### src/rtl/sync_fifo.sv
// Single-clock FIFO of DEPTH x WIDTH words; read data registered, 1-cycle read latency.
// Full/empty reject requests with a one-cycle error pulse; a read on a full FIFO frees room for a same-cycle write.
module sync_fifo #(
  parameter int WIDTH = 8,
  parameter int DEPTH = 16
) (
  input  logic                     clock,
  input  logic                     reset,
  input  logic [WIDTH-1:0]         write_data,
  input  logic                     write_enable,
  input  logic                     read_enable,
  output logic [WIDTH-1:0]         read_data,
  output logic                     is_empty,
  output logic                     is_full,
  output logic [$clog2(DEPTH):0]   fill_count,
  output logic                     write_error,
  output logic                     read_error
);

  localparam int AW = $clog2(DEPTH);
  localparam int PW = AW + 1;

  logic [WIDTH-1:0] mem_q [DEPTH];

  logic [PW-1:0]    wr_ptr_q, wr_ptr_d;
  logic [PW-1:0]    rd_ptr_q, rd_ptr_d;
  logic [WIDTH-1:0] read_data_q, read_data_d;
  logic             write_error_q, write_error_d;
  logic             read_error_q, read_error_d;

  logic             rd_acc;
  logic             wr_acc;
  logic [AW-1:0]    wr_addr;
  logic [AW-1:0]    rd_addr;

  assign wr_addr = wr_ptr_q[AW-1:0];
  assign rd_addr = rd_ptr_q[AW-1:0];

  // Status is a function of the pointer registers only, never of this cycle's requests.
  assign is_empty   = (wr_ptr_q == rd_ptr_q);
  assign is_full    = (wr_addr == rd_addr) && (wr_ptr_q[AW] != rd_ptr_q[AW]);
  assign fill_count = wr_ptr_q - rd_ptr_q;

  assign rd_acc = read_enable && !is_empty;
  assign wr_acc = write_enable && (!is_full || rd_acc);

  always_comb begin
    wr_ptr_d      = wr_ptr_q;
    rd_ptr_d      = rd_ptr_q;
    read_data_d   = read_data_q;
    write_error_d = write_enable && !wr_acc;
    read_error_d  = read_enable && !rd_acc;
    if (wr_acc) begin
      wr_ptr_d = wr_ptr_q + PW'(1);
    end
    if (rd_acc) begin
      rd_ptr_d    = rd_ptr_q + PW'(1);
      read_data_d = mem_q[rd_addr];
    end
  end

  always_ff @(posedge clock or negedge reset) begin
    if (!reset) begin
      wr_ptr_q      <= '0;
      rd_ptr_q      <= '0;
      read_data_q   <= '0;
      write_error_q <= 1'b0;
      read_error_q  <= 1'b0;
    end else begin
      wr_ptr_q      <= wr_ptr_d;
      rd_ptr_q      <= rd_ptr_d;
      read_data_q   <= read_data_d;
      write_error_q <= write_error_d;
      read_error_q  <= read_error_d;
    end
  end

  // Storage is left unreset; when full, a same-edge read still sees the old word here.
  always_ff @(posedge clock) begin
    if (wr_acc) begin
      mem_q[wr_addr] <= write_data;
    end
  end

  assign read_data   = read_data_q;
  assign write_error = write_error_q;
  assign read_error  = read_error_q;

endmodule

### config.mk
export PLATFORM = sky130hd
export DESIGN_NAME = sync_fifo
export DESIGN_NICKNAME = d
export VERILOG_FILES = /design/src/rtl/sync_fifo.sv
export SDC_FILE = /design/constraint.sdc
export NUM_CORES = 1
export LEC_CHECK = 0
export BUFFER_PORTS_ARGS = -buffer_cell sky130_fd_sc_hd__buf_4
export CELL_PAD_IN_SITES_DETAIL_PLACEMENT = 1
export CELL_PAD_IN_SITES_GLOBAL_PLACEMENT = 1
export CORE_ASPECT_RATIO = 0.7
export CORE_MARGIN = 2
export CORE_UTILIZATION = 56
export CTS_CLUSTER_DIAMETER = 120
export DETAILED_ROUTE_END_ITERATION = 12
export PLACE_DENSITY_LB_ADDON = 0.1
export SLEW_MARGIN = 20
export SYNTH_ARGS = -nofsm -noshare
export SYNTH_HDL_FRONTEND = slang
export SYNTH_SLANG_ARGS = --single-unit
export TNS_END_PERCENT = 100
### constraint.sdc
create_clock -name clock -period 7.6 [get_ports clock]
set_input_delay 0.38 -clock clock [delete_from_list [all_inputs] [get_ports clock]]
set_output_delay 0.38 -clock clock [all_outputs]
set_load 0.1 [all_outputs]
; ---- After elaboration in Yosys (flattened, before gate mapping)
; Memories as Yosys holds them, arrays and structs flattened. A register that Yosys moved wholly into a read port is not among the register bits.
; Index checks and enable logic that the tools add are counted.
[totals]
out_inout_bits = 17
word_cells = 24
romBits = 0
ram_bits = 128
in_bits = 12
ff_bits = 12
mem_count = 1
latchBits = 0
[memory_table]
columns = name, depth, word_bits, read_ports, rd_clocked_by_memory_dff, write_ports, line_no
row1 = mem_q, 16, 8, 1, 1, 1, 23  ; logic [WIDTH-1:0] mem_q [DEPTH];
[classes]
n_eq_ne = 3
order_cmp = 0
n_mux = 2
reduce_logical = 11
add_sub_neg = 3
multipliers = 0
shifts = 0
n_bitwise = 0
div_mod_pow = 0
[ops]
columns = cell, count
row1 = 5-bit by 1-bit adder with 5-bit output (second input constant), 2
row2 = 5-bit equality test, 1
row3 = 1-bit logical AND, 5
row4 = 1-bit zero test, 5
row5 = 5-bit subtractor, 1
row6 = 4-bit equality test, 1
row7 = 1-bit 2-to-1 mux, 2
row8 = 1-bit logical OR, 1
row9 = 1-bit != test, 1

; ---- Logic depth before layout (Yosys ltp)
[depth]
word_depth = 7
depth_mapped = 9
depth_no_buf = 7

; ---- Worst setup path after synthesis
; OpenSTA, ideal clock, no wires.
[synth_path]
path_type = reg-to-output
from = register rd_ptr_q[2]
to = output fill_count[4]
path_buffers = 2
t_arrival_ps = 2815
setup_slack_ps = 4405
t_required_ps = 7220
path_stages_with_launch = 8
path_cell_list = dfrtp_1 -> buf_2 -> buf_4 -> inv_1 -> ha_1 -> a21o_1 -> a21oi_1 -> xnor2_1
[synth_via]
elab_chain_len = 1
[synth_lines]
columns = item, line_no
row1 = start: declaration, 26  ; logic [PW-1:0] rd_ptr_q, rd_ptr_d;
row2 = start signal: assignment, 71  ; rd_ptr_q <= rd_ptr_d;
row3 = 5-bit subtractor, 42  ; assign fill_count = wr_ptr_q - rd_ptr_q;
row4 = end: declaration, 15  ; output logic [$clog2(DEPTH):0] fill_count,
; No other way between the ends.

; ---- Final worst setup path
[layout_path]
from = register rd_ptr_q[0]
to = memory mem_q[2][5], enable pin
[layout_via]
elab_chain_len = 7
elab_cells_between_ends = 10
cone_classes = eq/ne: 2 / mux: 2 / reduce/logical: 6
[layout_lines]
columns = item, line_no
row1 = 5-bit equality test / 4-bit equality test (equally long branches), "40, 41"
row2 = 1-bit zero test / 1-bit logical AND (equally long branches), "44, 41"
row3 = 1-bit logical AND / 1-bit zero test (equally long branches), "44, 45"
row4 = 1-bit logical OR *, 45  ; assign wr_acc = write_enable && (!is_full || rd_acc);
row5 = 1-bit logical AND *, 45
row6 = 1-bit 2-to-1 mux *, 80  ; if (wr_acc) begin
row7 = 1-bit 2-to-1 mux (implied by the code) *, 81  ; mem_q[wr_addr] <= write_data;
row8 = end: declaration, 23
; Every way passes the cells marked *; elsewhere a longest branch is shown, timed or not.

==> metrics.md <==
| Metric | Value |
|---|---|
| Outcome | finished, final reports clean |
| Post-CTS setup buffers | 0 |
| CTS HTree Levels | 4 |
| Asr flop ratio synth | about 14% |
| Tcrit/Tclk final | between 40% and 50% |
| CTS buffer count | 17 |
| PortBufs | 28 |
| Worst EP required | ~7.6 ns |
| CTS tree | built |
| RSZ-0062 raised after global routing | no |
| Sink Count | between 100 and 150 |
| Final setup vio count | 0 |
| Total Wirelength | 14.94 mm |
| Detail Route Antenna Nets | 0 |
| Reg2reg start | rd_ptr_q[0] |
| Placer Congestion | roughly 0.82 |
| Largest net degree at the start of global routing | 47 |
| Syn Area/Cell | between 15 and 20 sq um |
| Critical Path Fanout Max | between 40 and 50 |
| Synth area leaders | edfxtp_1 (64%), dfrtp_1 (8.3%), mux2i_1 (5.3%) |
| Ports | 29 |
| Register area share after synthesis | 72.30% |
| Max cap viols | 0 |
| DIE AREA | 0.01159 sq mm |
| Vias in the first global route | roughly 3.6k |
| Fillers | 892 |
| Worst Setup Start Kind | register |
| ANT cells | 0 |
| Final Critical Period | roughly 3.4 ns |
| Max Freq | roughly 0.29 GHz |
| Crit Path Category | register to register |
| Mapped Area | between 0.006 and 0.007 sq mm |
| Most common cell in the netlist | edfxtp_1 |
| Global router's overall resource usage | between 20 and 30% |
| Starting density of the core | approximately 58% |
| Top FF cell, synth | edfxtp_1 |
| Total congestion overflow | 0 |
| Die width | between 100 and 150 um |
| Initial DRC count | between 200 and 300 |
| Design area | between 0.006 and 0.007 sq mm |
| Data arrival, critical path | around 3.4 ns |
| Post-route setup TNS | 0 ns |
| Initial antenna violation count | 0 |
| Synth warn | 0 |
| CP endpoint kind | register |
| Clock latency on the worst-skew pair | roughly 0.42 ns |
| Iteration count of the initial detailed-routing pass | 4 |
| Hold Path Class | input port to register |
| Cts repair resizes | 0 |
| Layout cell share with drive strength beyond 1 | between 20% and 30% |
| Count of state elements after synthesis | approximately 150 |
| Worst-path clk slew | approximately 0.070 ns |
| Fin. Hold Viols | 0 |
| Worst Skew | 0.008651 ns |
| Synth area leader | edfxtp_1 |
| Area after DPL | 0.006289 sq mm |
| DRC viols | 0 |
| DR vias/cell | between 6 and 7 |
| Detailed placement HPWL | approximately 8.9 mm |
| Post-synth EDFFs | roughly 130 |
| Die height | 90.66 um |
| Routed WL per cell | between 20 and 30 um |
| Area growth, synth to finish | 15.89% |
| Core ar. | 0.01040 sq mm |
| Hold_sp | read_enable |
| Max-slew violation count | 0 |
| Nets@finish | approximately 420 |
| DR vias | around 3.4k |
| Clock Tree Buf Depth | 2 |
| Rel. slew slack | a little over a quarter |
| Least-Margin Pin Slew | about 1.1 ns |
| # rows | 31 |
| Multi-input logic area | 0.001530 sq mm |
| Mapped Cells | around 370 |
| First-pass GRT wire length | ~23 mm |
| Worst Setup SP | rd_ptr_q[0] |
| Syn Nets | between 300 and 400 |
| CTS Root Cell | clkbuf_16 |
| Reg area | around 0.0043 sq mm |
| Synth cell types | 40 |
| Top-area cell type share of the netlist area | ~64% |
| Synth cell count leaders | edfxtp_1 (128), mux2i_1 (32), nor2_1 (28) |
==> sequential cells by signal, indices dropped and copies added, names as in the netlist <==
signal       cells
mem_q          128
rd_ptr_q         5
read_data        8
read_error       1
wr_ptr_q         5
write_error      1
==> routing by layer <==
layer  up-vias  track usage (%)  wire length, um
li1       1490                -                -
met2       113            41.62             6892
met1      1734            40.07             6644
met3        22            8.472             1189
met5         -                0                0
met4         0            7.784              217
==> repair_timing <==
item,CTS,global route
endpoints found under the setup margin,0,0
hold buffers,1,0
hold endpoints to repair,20,0
==> worst max-delay path, cell delays in order, from the launching register on <==
cell and delay (ns):
dfrtp_2 0.34, buf_4 0.61, ha_1 0.40, nand4_1 0.16, o31a_1 0.41, nand2_1 0.21
nor3_1 0.87
==> area by class of cell <==
type                       instances  area share (%)
clock buffer                      17           6.110
timing repair buffer              33           3.594
clock inverter                    15           3.109
multi-input combinational        191           21.98
inverter                           8          0.4313
tap                              132           2.372
sequential                       148           62.41
==> kinds of logic (layout without fill, tap and decap cells) <==
kind of cell    Yosys count  in the layout  share of synthesized area (%)
xor+xnor                 12             12                          1.749
flops                   148            148                          72.30
fa+ha+maj                10             10                          2.207
compound gates           48             48                          5.185
buf+inv                  27             73                          2.478
mux                      48             48                          9.954
simple gates             73             73                          6.123
==> cells in the final DEF (no fill, tap or decap), drive strengths merged, types with 2 or more instances in the layout <==
master    instances
edfxtp          128
mux2i            32
buf              32
nor2             28
o22ai            24
dfrtp            20
clkbuf           17
inv              15
xnor2            10
nand2             9
ha                9
nor2b             8
a211oi            8
mux2              8
or3               8
a31oi             8
mux4              8
nand4             5
bufinv            4
nor3              4
nand2b            3
clkinvlp          3
a21o              2
a21oi             2
xor2              2
nand3b            2
o21ai             2
==> per-stage QoR <==
step	utilization (%)	hold WS [ns]	cells	worst slack, ns
after global placement	60.50	0.2894	510	4.353
after detailed placement	60.50	0.2932	510	4.016
after global routing	66.98	0.1431	544	4.010
final	66.98	0.1411	544	4.195
after CTS	66.77	0.1258	543	3.912
after floorplan	-	0.08441	366	4.405
==> worst paths after layout <==
| check | to | slack, ns | depth (start not counted) |
|---|---|---|---|
| max reg2reg | mem_q[2][5] | 4.20 | 6 |
| min reg2reg | rd_ptr_q[4] | 0.50 | 1 |
| max | mem_q[2][5] | 4.20 | 6 |
| min in group asynchronous | rd_ptr_q[2] | 0.38 | 2 |
| max in group asynchronous | rd_ptr_q[0] | 6.97 | 2 |
| min | write_error | 0.14 | 2 |
Power is not shown: default switching activity piles up to over one toggle a cycle in this logic, so the estimate is an artifact.
